`src/rtl/nibble_lane_sched_if.sv`:
```
// Nibble-lane scheduler bus: per-requester nibble handshake plus the byte-wide
// valid/ready output toward the consumer.
interface nibble_lane_sched_if #(
  parameter int NREQ = 2,
  parameter int SW   = (NREQ > 1) ? $clog2(NREQ) : 1
);
  logic [NREQ-1:0]   req_valid;
  logic [4*NREQ-1:0] req_nib;
  logic [NREQ-1:0]   req_ready;
  logic              out_valid;
  logic [7:0]        out_byte;
  logic [SW-1:0]     out_src;
  logic              out_ready;

  // Producers and consumer side.
  modport master (
    output req_valid, req_nib, out_ready,
    input  req_ready, out_valid, out_byte, out_src
  );

  // Scheduler side.
  modport slave (
    input  req_valid, req_nib, out_ready,
    output req_ready, out_valid, out_byte, out_src
  );
endinterface

```
`src/rtl/nibble_lane_sched.sv`:
```
// Round-robin scheduler that locks one nibble source for a whole byte, assembles
// lane 0 then lane 1, and holds the finished byte on a valid/ready register.
module nibble_lane_sched #(
  parameter int NREQ = 2,
  parameter int SW   = (NREQ > 1) ? $clog2(NREQ) : 1
) (
  input  logic               clk,
  input  logic               rst,
  nibble_lane_sched_if.slave bus,
  output logic               busy
);

  localparam logic [1:0] IDLE   = 2'd0;
  localparam logic [1:0] GATHER = 2'd1;
  localparam logic [1:0] HOLD   = 2'd2;

  logic [1:0]    state;
  logic          lane;
  logic [7:0]    acc;
  logic [SW-1:0] gnt;
  logic [SW-1:0] rr_ptr;
  logic [SW-1:0] pick;
  logic          any_req;
  logic [SW:0]   scan_idx;
  logic          found;
  logic [3:0]    cur_nib;
  logic          accept;
  logic [7:0]    merged;
  logic [7:0]    out_byte_q;
  logic [SW-1:0] out_src_q;
  logic          out_valid_q;

  // First valid requester at or after rr_ptr, wrapping modulo NREQ.
  always_comb begin
    pick     = '0;
    found    = 1'b0;
    scan_idx = '0;
    any_req  = |bus.req_valid;
    for (int k = 0; k < NREQ; k++) begin
      scan_idx = {1'b0, rr_ptr} + (SW+1)'(k);
      if (scan_idx >= (SW+1)'(NREQ)) begin
        scan_idx = scan_idx - (SW+1)'(NREQ);
      end
      if (!found && bus.req_valid[scan_idx[SW-1:0]]) begin
        found = 1'b1;
        pick  = scan_idx[SW-1:0];
      end
    end
  end

  assign cur_nib = bus.req_nib[{gnt, 2'b00} +: 4];
  assign accept  = (state == GATHER) && bus.req_valid[gnt];
  assign merged  = acc | ({4'b0000, cur_nib} << {lane, 2'b00});

  assign bus.req_ready = (state == GATHER) ? (NREQ'(1) << gnt) : '0;
  assign bus.out_valid = out_valid_q;
  assign bus.out_byte  = out_byte_q;
  assign bus.out_src   = out_src_q;
  assign busy          = (state != IDLE);

  // The lock on gnt is only released from HOLD; a stalled owner blocks everyone.
  always_ff @(posedge clk or posedge rst) begin
    if (rst) begin
      state       <= IDLE;
      lane        <= 1'b0;
      acc         <= '0;
      gnt         <= '0;
      rr_ptr      <= '0;
      out_byte_q  <= '0;
      out_src_q   <= '0;
      out_valid_q <= 1'b0;
    end else begin
      case (state)
        IDLE: begin
          if (any_req) begin
            gnt   <= pick;
            lane  <= 1'b0;
            acc   <= '0;
            state <= GATHER;
          end
        end
        GATHER: begin
          if (accept) begin
            acc <= merged;
            if (lane) begin
              lane        <= 1'b0;
              out_byte_q  <= merged;
              out_src_q   <= gnt;
              out_valid_q <= 1'b1;
              state       <= HOLD;
            end else begin
              lane <= 1'b1;
            end
          end
        end
        HOLD: begin
          if (bus.out_ready) begin
            out_valid_q <= 1'b0;
            rr_ptr      <= (gnt == SW'(NREQ-1)) ? '0 : gnt + 1'b1;
            state       <= IDLE;
          end
        end
        default: state <= IDLE;
      endcase
    end
  end

endmodule

```
`src/flat_wrapper.sv`:
```
// flat-port wrapper written by rule: the top's interface ports become plain ports
module nibble_lane_sched_flat 
#(
  parameter int NREQ = 2,
  parameter int SW   = (NREQ > 1) ? $clog2(NREQ) : 1
)
  (clk, rst, busy, bus_req_valid, bus_req_nib, bus_out_ready, bus_req_ready, bus_out_valid, bus_out_byte, bus_out_src);
  nibble_lane_sched_if #(.NREQ(NREQ), .SW(SW)) bus_i ();
  input  logic clk;
  input  logic rst;
  output logic busy;
  input wire logic [$bits(bus_i.req_valid)-1:0] bus_req_valid;
  input wire logic [$bits(bus_i.req_nib)-1:0] bus_req_nib;
  input wire logic [$bits(bus_i.out_ready)-1:0] bus_out_ready;
  output wire logic [$bits(bus_i.req_ready)-1:0] bus_req_ready;
  output wire logic [$bits(bus_i.out_valid)-1:0] bus_out_valid;
  output wire logic [$bits(bus_i.out_byte)-1:0] bus_out_byte;
  output wire logic [$bits(bus_i.out_src)-1:0] bus_out_src;
  assign bus_i.req_valid = bus_req_valid;
  assign bus_i.req_nib = bus_req_nib;
  assign bus_i.out_ready = bus_out_ready;
  assign bus_req_ready = bus_i.req_ready;
  assign bus_out_valid = bus_i.out_valid;
  assign bus_out_byte = bus_i.out_byte;
  assign bus_out_src = bus_i.out_src;
  nibble_lane_sched #(.NREQ(NREQ), .SW(SW)) u_core (.clk(clk), .rst(rst), .bus(bus_i), .busy(busy));
endmodule
```
`config.mk`:
```
export PLATFORM = sky130hd
export DESIGN_NAME = nibble_lane_sched_flat
export DESIGN_NICKNAME = d
export VERILOG_FILES = /design/src/rtl/nibble_lane_sched_if.sv /design/src/rtl/nibble_lane_sched.sv /design/src/flat_wrapper.sv
export SDC_FILE = /design/constraint.sdc
export NUM_CORES = 1
export LEC_CHECK = 0
export ABC_AREA = 1
export CAP_MARGIN = 10
export CORE_ASPECT_RATIO = 1.1
export CORE_MARGIN = 4
export CORE_UTILIZATION = 30
export CTS_BUF_LIST = sky130_fd_sc_hd__clkbuf_16
export CTS_CLUSTER_DIAMETER = 60
export DETAILED_ROUTE_END_ITERATION = 16
export GPL_TIMING_DRIVEN = 0
export MAX_ROUTING_LAYER = met4
export PLACE_DENSITY = 0.65
export REMOVE_ABC_BUFFERS = 1
export SYNTH_ARGS = -nofsm -noshare
export SYNTH_HDL_FRONTEND = slang
export SYNTH_SLANG_ARGS = --single-unit
```
`constraint.sdc`:
```
create_clock -name clk -period 1.3 [get_ports clk]
set_input_delay 0.195 -clock clk [delete_from_list [all_inputs] [get_ports clk]]
set_output_delay 0.195 -clock clk [all_outputs]
set_load 0.01 [all_outputs]
```
==> results of run 1 <==
==> per-stage QoR <==
step / power (uW) / worst slack [ns] / instances
floorplan: 2190 / 0.0179 / 130
global placement: 2810 / -0.334 / 205
detailed placement: 2850 / -0.353 / 205
CTS: 3630 / -0.0117 / 217
global route: 4110 / -0.0541 / 223
finish: 3810 / -0.00143 / 223
==> power breakdown <==
part	switching, uW	internal [uW]
logic	1040	881
registers	201	1030
clock network	251	413
==> cells in the final DEF (no fill, tap or decap), types with 2 or more instances in the layout <==
cell type        synthesis  layout
a21oi_1                  4       4
buf_12                   0       2
buf_2                    0       2
buf_4                    0      11
clkbuf_16                0       3
clkdlybuf4s50_1          0      11
dfrtp_1                 23      20
dfrtp_2                  0       3
dlygate4sd2_1            0      10
inv_1                   20      17
inv_2                    1       4
nand2_1                 46      41
nand2_2                  1       6
nand2_4                  2       2
nand3_1                  8       8
nor2_4                   1       2
o21ai_0                  8       7
o21ai_2                  5       4
==> final cells by class <==
class                      count  area [sq um]
inverter                      22          90.1
clock buffer                   3          75.1
multi-input combinational     85           460
timing repair buffer          39           364
fill                         364          1990
sequential                    23           579
tap                           50          62.6
clock inverter                 1          5.00
==> flip-flops by register name, indices dropped and copies added, names as in the netlist <==
register              cells
u_core.gnt                1
u_core.rr_ptr             1
u_core.acc                8
u_core.bus.out_src        1
u_core.bus.out_valid      1
u_core.state              2
u_core.bus.out_byte       8
u_core.lane               1
==> path summary, 6_finish.rpt <==
check / cells past startpoint / slack [ns] / endpoint
hold reg to reg: 2 / 0.47 / u_core.bus.out_byte[2]
max in group asynchronous: 2 / 0.26 / u_core.gnt
setup / recovery: 3 / -0.001 / bus_req_ready[0]
setup reg to reg: 8 / 0.01 / u_core.bus.out_byte[2]
min in group asynchronous: 2 / 0.43 / u_core.bus.out_byte[4]
hold / removal: 3 / 0.39 / u_core.state[0]
==> worst reg2reg max path, delay by kind of cell (launching register included) <==
family	cells	cell delay (ns)
buffers and inverters	3	0.36
AND/OR/NAND/NOR	4	0.31
flip-flops	1	0.46
AO/OA/AOI/OAI	1	0.05
==> per-layer routing <==
layer	share of wire [%]	GRT usage (%)
met1	41	14.0
met2	55	20.8
met3	3.5	3.10
met4	1.2	3.84
met5	0	-
==> what timing repair did <==
action / 4_1_cts / 5_1_grt
cloned: 0 / 0
pin swaps: 0 / 1
hold buffers: 0 / 0
setup endpoints to repair: 30 / 20
setup buffers: 8 / 6
resized for setup: 24 / 14
==> kinds of logic after synthesis <==
group | Yosys count | share of synthesized area, %
buf+inv | 24 | 10.1
simple gates | 63 | 25.8
compound gates | 22 | 12.6
flops | 23 | 51.5
==> impl_metrics.yaml, run 1 <==
run_status:
  outcome: "finished, violations left"
  violations: "negative setup slack"
timing:
  worst_hold_slack_ns: 0.390
  finClkSkew_ns: 0.00436
  rsz0062_at_grt: "true"
  final.min_clock_period_ns: 1.30
  finalHoldViolCount: 0
  setup_viol: 1
  min_period_over_period_pct: 100
  final_max_slew_viol_count: 0
  setup_ws_ns: -0.00143
  worst_pin_slew_ns: 0.891
  tns_ns: -0.00143
  max_slew_margin_pct: 40.5
  fmax_ghz: 0.768
clock_network:
  clock_latency_ns: 0.25
  cts_sinks: 23
  cts_max_level: 1
  cts_max_path_buffers: 2
  clk_pin_slew_worst_paths_ns: 0.06
  cts-root-buf: "clkbuf_16"
  cts_buffers: 3
  cts_tree: "built"
critical_path:
  path_class: "flop to primary output"
  cp_cell_sequence: "buf_4 -> nor2_2 -> buf_2"
  r2r_start: "u_core.gnt"
  cp_max_fo: 3
  endpoint_kind: "primary output"
  worstPathArrival_ns: 1.11
  cp_slowest_cell: "dfrtp_2"
  cp-startpoint: "u_core.gnt"
  worstPathRequired_ns: 1.11
  critPathTopFamily: "flip-flops"
  max_stage_delay_ns: 0.46
  worst-path-buf-inv: 2
  critPathLaunchType: "flop"
synthesis:
  avgSynthCellArea_sq_um: 8.47
  ys_seq_area_share_pct: 51.5
  netlist-cell-type-count: 21
  ys_ff_latch: 23
  synth_commonest_cells: "46 x nand2_1, 23 x dfrtp_1, 20 x inv_1, 8 x nand3_1, 8 x o21ai_0"
  synthTopCellsByArea: "dfrtp_1 51%, nand2_1 15%, inv_1 6.7%"
  synth_ff_type: "dfrtp_1"
  synth-warning-count: 0
  yosysTopAreaCellShare_pct: 51.5
  syn_inst: 132
  async_reset_ff_share_pct: 100
  syn_area_sq_um: 1120
  synth_edf_count: 0
  synth_largest_area_cell: "dfrtp_1"
  synth.most_common_cell: "nand2_1"
hold_path:
  min_path_type: "primary input to flop"
  min_from: "bus_req_valid[0]"
finish:
  nets: 187
  fin_area_sq_um: 1640
  layout-drive-gt1-share_pct: 26.6
  area_delta_synth_final_pct: 46.3
  finalCoreUtilization_pct: 45.1
  antenna_cells: 0
floorplanning:
  ios: 26
  rows: 23
  coreArea_sq_um: 3630
  initial_core_util_pct: 30.8
  die_w_um: 66.2
  die_y_um: 72.0
  die_area_sq_um: 4770
routing:
  route.detailed.vias_per_inst: 4.47
  ant_nets: 0
  routed_wl_mm: 2.66
  drt-pass1-iter-count: 5
  vias: 997
  drcViolationCount: 0
  routedWlPerCell_um: 11.9
  drt_iter0_drc: 43
job:
  maxCapViolCount: 0
placed_design:
  gp_congestion: 0.856
  port_buffers: 25
  dp_hpwl_mm: 1.81
  placed_area_sq_um: 1410
power:
  irDropWorstVdd_mv: 0.661
  power_density_nw_per_um2: 2330
  p_leak_uw: 0.000861
grt:
  grt_pass1_vias: 1019
  grt_max_degree: 24
  grt_pass1_wl_mm: 4.44
  antenna_found_initial: 0
  track_usage_pct: 12.2
  grt_overflow: 0
Power figures use the tool's default switching activity.
==> run 2: changes to the inputs <==
--- a/config.mk
+++ b/config.mk
@@ -11,7 +11,6 @@
 export CORE_MARGIN = 4
 export CORE_UTILIZATION = 30
 export CTS_BUF_LIST = sky130_fd_sc_hd__clkbuf_16
-export CTS_CLUSTER_DIAMETER = 60
 export DETAILED_ROUTE_END_ITERATION = 16
 export GPL_TIMING_DRIVEN = 0
 export MAX_ROUTING_LAYER = met4
@@ -20,3 +19,4 @@
 export SYNTH_ARGS = -nofsm -noshare
 export SYNTH_HDL_FRONTEND = slang
 export SYNTH_SLANG_ARGS = --single-unit
+export TNS_END_PERCENT = 5
==> constraint.sdc (replaced) <==
create_clock -name clk -period 1.5 [get_ports clk]
set_input_delay 0.225 -clock clk [delete_from_list [all_inputs] [get_ports clk]]
set_output_delay 0.225 -clock clk [all_outputs]
set_load 0.01 [all_outputs]
==> run 2 against run 1 <==
Net effect: the flow now finishes without violations; routed wire length fell by 7.2%; register-to-register slack better by 0.13 ns; die area is the same; clock power decreased by 14%; critical path depth increased by 1; critical endpoint is now bus_req_ready[1]; largest cell class unchanged; largest power group unchanged.
==> impl_metrics.yaml, run 2 (same netlist as run 1, synthesis figures left out) <==
clock_network:
  clock_latency_ns: 0.25
  cts_sinks: 23
  cts_max_level: 1
  cts-root-buf: "clkbuf_16"
  postCtsHoldBufs: 0
  cts_tree: "built"
  clk_pin_slew_worst_paths_ns: 0.06
  cts_max_path_buffers: 2
  cts_buffers: 3
critical_path:
  r2r_start: "u_core.gnt"
  worstPathArrival_ns: 1.18
  r2r_setup_slack_ns: 0.14
  endpoint_kind: "primary output"
  critPathLaunchType: "flop"
  worstPathRequired_ns: 1.27
  r2r_end: "u_core.bus.out_byte[3]"
  rr_worst_depth: 7
  path_class: "flop to primary output"
  cp_max_fo: 5
timing:
  setup_viol: 0
  setup_ws_ns: 0.0966
  fmax_ghz: 0.713
  final_max_slew_viol_count: 0
  tns_ns: 0
  final.min_clock_period_ns: 1.40
  finalHoldViolCount: 0
  max_slew_margin_pct: 41.1
  finClkSkew_ns: 0.00264
  rsz0062_at_grt: "false"
  min_period_over_period_pct: 93.6
  worst_pin_slew_ns: 0.882
floorplanning:
  die_y_um: 72.0
  initial_core_util_pct: 30.8
  ios: 26
  coreArea_sq_um: 3630
  rows: 23
  die_area_sq_um: 4770
  die_w_um: 66.2
run_status:
  outcome: "completed"
grt:
  grt_max_degree: 24
  antenna_found_initial: 0
  track_usage_pct: 11.8
  grt_pass1_vias: 963
  grt_pass1_wl_mm: 4.28
  grt_overflow: 0
power:
  intPower_uw: 1910
  combPwrFrac_pct: 47.0
  p_clk_share_pct: 18.6
  p_sw_uw: 1190
  sw_frac_of_total_pct: 38.5
  irDropWorstVdd_mv: 0.544
  power_density_nw_per_um2: 2010
  p_leak_uw: 0.000770
  seq_power_share_pct: 34.4
placed_design:
  place_ws_ns: -0.183
  dp_hpwl_mm: 1.81
  port_buffers: 25
  gp_congestion: 0.856
finish:
  nets: 178
  layout-drive-gt1-share_pct: 15.9
  area_delta_synth_final_pct: 37.6
  layout_commonest_cell: "nand2_1"
  fill_cells: 373
  antenna_cells: 0
  final_cell_mix: "46 x nand2_1, 22 x clkdlybuf4s50_1, 21 x dfrtp_1, 18 x inv_1"
routing:
  drt-pass1-iter-count: 4
  route.detailed.vias_per_inst: 4.32
  vias: 924
  drt_iter0_drc: 37
  routedWlPerCell_um: 11.5
  drcViolationCount: 0
  ant_nets: 0
  routed_wl_mm: 2.47
job:
  maxCapViolCount: 0
hold_path:
  min_path_type: "primary input to asynchronous set/reset pin"
==> run 2: cell count changes in the layout (fill, tap and decap cells not counted), moves of 2 or more <==
cell,before,now
clkdlybuf4s50_1,11,22
buf_4,11,4
buf_2,2,0
nor2_1,1,3
nand2_1,41,46
nand2_2,6,1
dlygate4sd2_1,10,2
==> run 2: metal layers <==
layer	GRT usage [%]	vias to the layer above	wire length, um
met5	-	-	0
met4	2.71	0	17
met3	3.10	5	107
met2	20.2	22	1330
met1	13.8	420	1010
li1	-	477	-
==> run 2: layout make-up <==
type	count	area, sq um	share of cell area (%)
clock inverter	1	5.00	0.325
inverter	22	90.1	5.85
sequential	23	578	37.6
tap	50	62.6	4.07
timing repair buffer	30	298	19.3
clock buffer	3	75.1	4.88
multi-input combinational	85	430	28.0
==> run 2: worst max-delay path by stage <==
stage | slack, ns | endpoint | from
floorplan | 0.22 | u_core.bus.out_valid | u_core.gnt
global placement | -0.16 | u_core.bus.out_byte[7] | bus_req_valid[1]
detailed placement | -0.18 | u_core.bus.out_byte[5] | bus_req_valid[1]
CTS | 0.04 | u_core.bus.out_valid | u_core.gnt
global route | 0.01 | bus_req_ready[1] | u_core.state[1]
finish | 0.1 | bus_req_ready[1] | u_core.state[1]
==> run 2: stage by stage <==
stage                     total power [uW]  hold WS, ns  utilization (%)  cell area (sq um)  instances
after floorplan                       1900        0.227                -               1100        130
after global placement                2440        0.462             38.9               1410        205
after detailed placement              2470        0.469             38.9               1410        205
after CTS                             3060        0.484             41.2               1500        210
after global routing                  3340        0.512             42.4               1540        214
final                                 3100        0.457             42.4               1540        214
==> run 2: timing repair <==
action | in CTS | in global routing
resized for setup | 7 | 1
endpoints found under the setup margin | 8 | 6
setup buffers | 1 | 4
==> run 2: power groups by stage <==
stage / Combinational [uW] / Clock [uW] / Sequential (uW)
final: 1450 / 575 / 1070
after global routing: 1630 / 613 / 1100
after CTS: 1410 / 588 / 1070
after detailed placement: 1380 / 0 / 1090
after global placement: 1360 / 0 / 1080
after floorplan: 779 / 0 / 1120
==> run 2: critical path: stages, from the launching register on <==
cell and delay (ns):
dfrtp_2 0.44, inv_1 0.08, nand2_1 0.06, nor2_1 0.07, dlygate4sd2_1 0.27
==> run 3: changes to the inputs <==
--- a/config.mk
+++ b/config.mk
@@ -11,11 +11,13 @@
 export CORE_MARGIN = 4
 export CORE_UTILIZATION = 30
 export CTS_BUF_LIST = sky130_fd_sc_hd__clkbuf_16
+export CTS_CLUSTER_SIZE = 14
 export DETAILED_ROUTE_END_ITERATION = 16
 export GPL_TIMING_DRIVEN = 0
 export MAX_ROUTING_LAYER = met4
 export PLACE_DENSITY = 0.65
 export REMOVE_ABC_BUFFERS = 1
+export SKIP_LAST_GASP = 1
 export SYNTH_ARGS = -nofsm -noshare
 export SYNTH_HDL_FRONTEND = slang
 export SYNTH_SLANG_ARGS = --single-unit
==> run 3 against run 2 <==
Net effect: the run now ends with negative setup slack left; die area unchanged; register-to-register slack lost 0.15 ns; total power fell by 1.7%; cell count down 1.9%; critical path depth decreased by 1; count of clock-buffer cells in the layout stayed put; non-clock buffer count down 4; sequential power barely moved; sequential cell count did not move; worst setup slack lost 0.19 ns; clock power is essentially flat; critical endpoint is now busy.
==> impl_metrics.yaml, run 3 (same netlist as run 1, synthesis figures left out) <==
run_status:
  outcome: "finished, violations left"
  violations: "negative setup slack"
routing:
  routedWlPerCell_um: 11.8
  route.detailed.vias_per_inst: 4.35
  routed_wl_mm: 2.48
  ant_nets: 0
  drcViolationCount: 0
  vias: 913
  drt-pass1-iter-count: 5
  drt_iter0_drc: 34
timing:
  finalHoldViolCount: 0
  final_max_slew_viol_count: 0
  setup_viol: 3
  worst_pin_slew_ns: 0.888
  finClkSkew_ns: 0.00231
  fmax_ghz: 0.628
  setup_ws_ns: -0.0918
  final.min_clock_period_ns: 1.59
  worst_hold_slack_ns: 0.459
  max_slew_margin_pct: 40.7
  min_period_over_period_pct: 106
  rsz0062_at_grt: "true"
clock_network:
  cts_sinks: 23
  clock_latency_ns: 0.25
  cts_tree: "built"
  cts_buffers: 3
  postCtsHoldBufs: 0
  cts_max_path_buffers: 2
  cts-root-buf: "clkbuf_16"
  cts_max_level: 1
  clk_pin_slew_worst_paths_ns: 0.06
power:
  irDropWorstVdd_mv: 0.593
  p_leak_uw: 0.000764
  combPwrFrac_pct: 46.0
  p_sw_uw: 1180
  power_density_nw_per_um2: 2030
  p_clk_share_pct: 19.0
  intPower_uw: 1870
  sw_frac_of_total_pct: 38.7
  seq_power_share_pct: 35.0
critical_path:
  endpoint_kind: "primary output"
  cp_slowest_cell: "clkdlybuf4s50_1"
  r2r_setup_slack_ns: -0.01
  r2r_start: "u_core.gnt"
  worstPathRequired_ns: 1.27
  max_stage_delay_ns: 0.48
  rr_worst_depth: 6
  worst-path-buf-inv: 2
  r2r_end: "u_core.bus.out_valid"
  cp_max_fo: 5
  cp_cell_sequence: "inv_1 -> nand2_1 -> clkdlybuf4s50_1"
  path_class: "flop to primary output"
  critPathTopFamily: "buffers and inverters"
  critPathLaunchType: "flop"
  worstPathArrival_ns: 1.37
floorplanning:
  die_w_um: 66.2
  die_area_sq_um: 4770
  initial_core_util_pct: 30.8
  coreArea_sq_um: 3630
  rows: 23
  die_y_um: 72.0
  ios: 26
finish:
  finalCoreUtilization_pct: 41.4
  layout-drive-gt1-share_pct: 12.5
  final_cell_mix: "46 x nand2_1, 23 x clkdlybuf4s50_1, 21 x dfrtp_1, 20 x inv_1"
  layout_commonest_cell: "nand2_1"
  fill_cells: 375
  area_delta_synth_final_pct: 34.1
  antenna_cells: 0
  nets: 174
grt:
  grt_pass1_vias: 963
  grt_overflow: 0
  antenna_found_initial: 0
  grt_max_degree: 24
  grt_pass1_wl_mm: 4.28
  track_usage_pct: 11.8
hold_path:
  min_path_type: "primary input to asynchronous set/reset pin"
job:
  maxCapViolCount: 0
placed_design:
  dp_hpwl_mm: 1.81
  gp_congestion: 0.856
  port_buffers: 25
[run 3: per-stage QoR]
| step | setup WS (ns) | instances | cell area (sq um) | setup TNS, ns | power, uW |
|---|---|---|---|---|---|
| after CTS | -0.187 | 210 | 1500 | -0.414 | 3080 |
| after floorplan | 0.218 | 130 | 1100 | 0 | 1900 |
| after global routing | -0.149 | 210 | 1500 | -0.738 | 3290 |
| final | -0.0918 | 210 | 1500 | -0.0998 | 3040 |
| after detailed placement | -0.183 | 205 | 1410 | -1.19 | 2470 |
| after global placement | -0.164 | 205 | 1410 | -1.05 | 2440 |
[run 3: how the worst max path moves through the flow]
stage,startpoint,to,slack (ns),depth (start not counted)
2_1_floorplan,u_core.gnt,u_core.bus.out_valid,0.22,6
3_3_place_gp,bus_req_valid[1],u_core.bus.out_byte[7],-0.16,7
3_5_place_dp,bus_req_valid[1],u_core.bus.out_byte[5],-0.18,7
4_1_cts,u_core.state[1],bus_req_ready[1],-0.19,4
5_1_grt,u_core.state[0],busy,-0.15,3
6_report,u_core.state[0],busy,-0.09,3
[run 3: routing by layer]
| metal | track usage, % | wire (um) |
|---|---|---|
| met5 | - | 0 |
| met4 | 2.71 | 19 |
| met3 | 3.10 | 95 |
| met2 | 20.2 | 1320 |
| met1 | 13.8 | 1040 |
[run 3: power groups by stage]
stage | Clock, uW | Combinational, uW | Sequential [uW]
floorplan | 0 | 779 | 1120
global placement | 0 | 1360 | 1080
detailed placement | 0 | 1380 | 1090
CTS | 588 | 1420 | 1070
global route | 616 | 1570 | 1100
finish | 577 | 1400 | 1070
[run 3: timing repair]
action	4_1_cts	5_1_grt
gates resized for setup	3	1
buffers inserted	1	0
gates cloned	0	0
endpoints found under the setup margin	8	8
pin swaps	0	0
[run 3: area by class of cell]
class | instances | area, sq um | share of cell area [%]
multi-input combinational | 85 | 430 | 28.7
clock inverter | 1 | 5.00 | 0.334
sequential | 23 | 578 | 38.5
clock buffer | 3 | 75.1 | 5.00
tap | 50 | 62.6 | 4.17
inverter | 22 | 90.1 | 6.00
timing repair buffer | 26 | 259 | 17.3
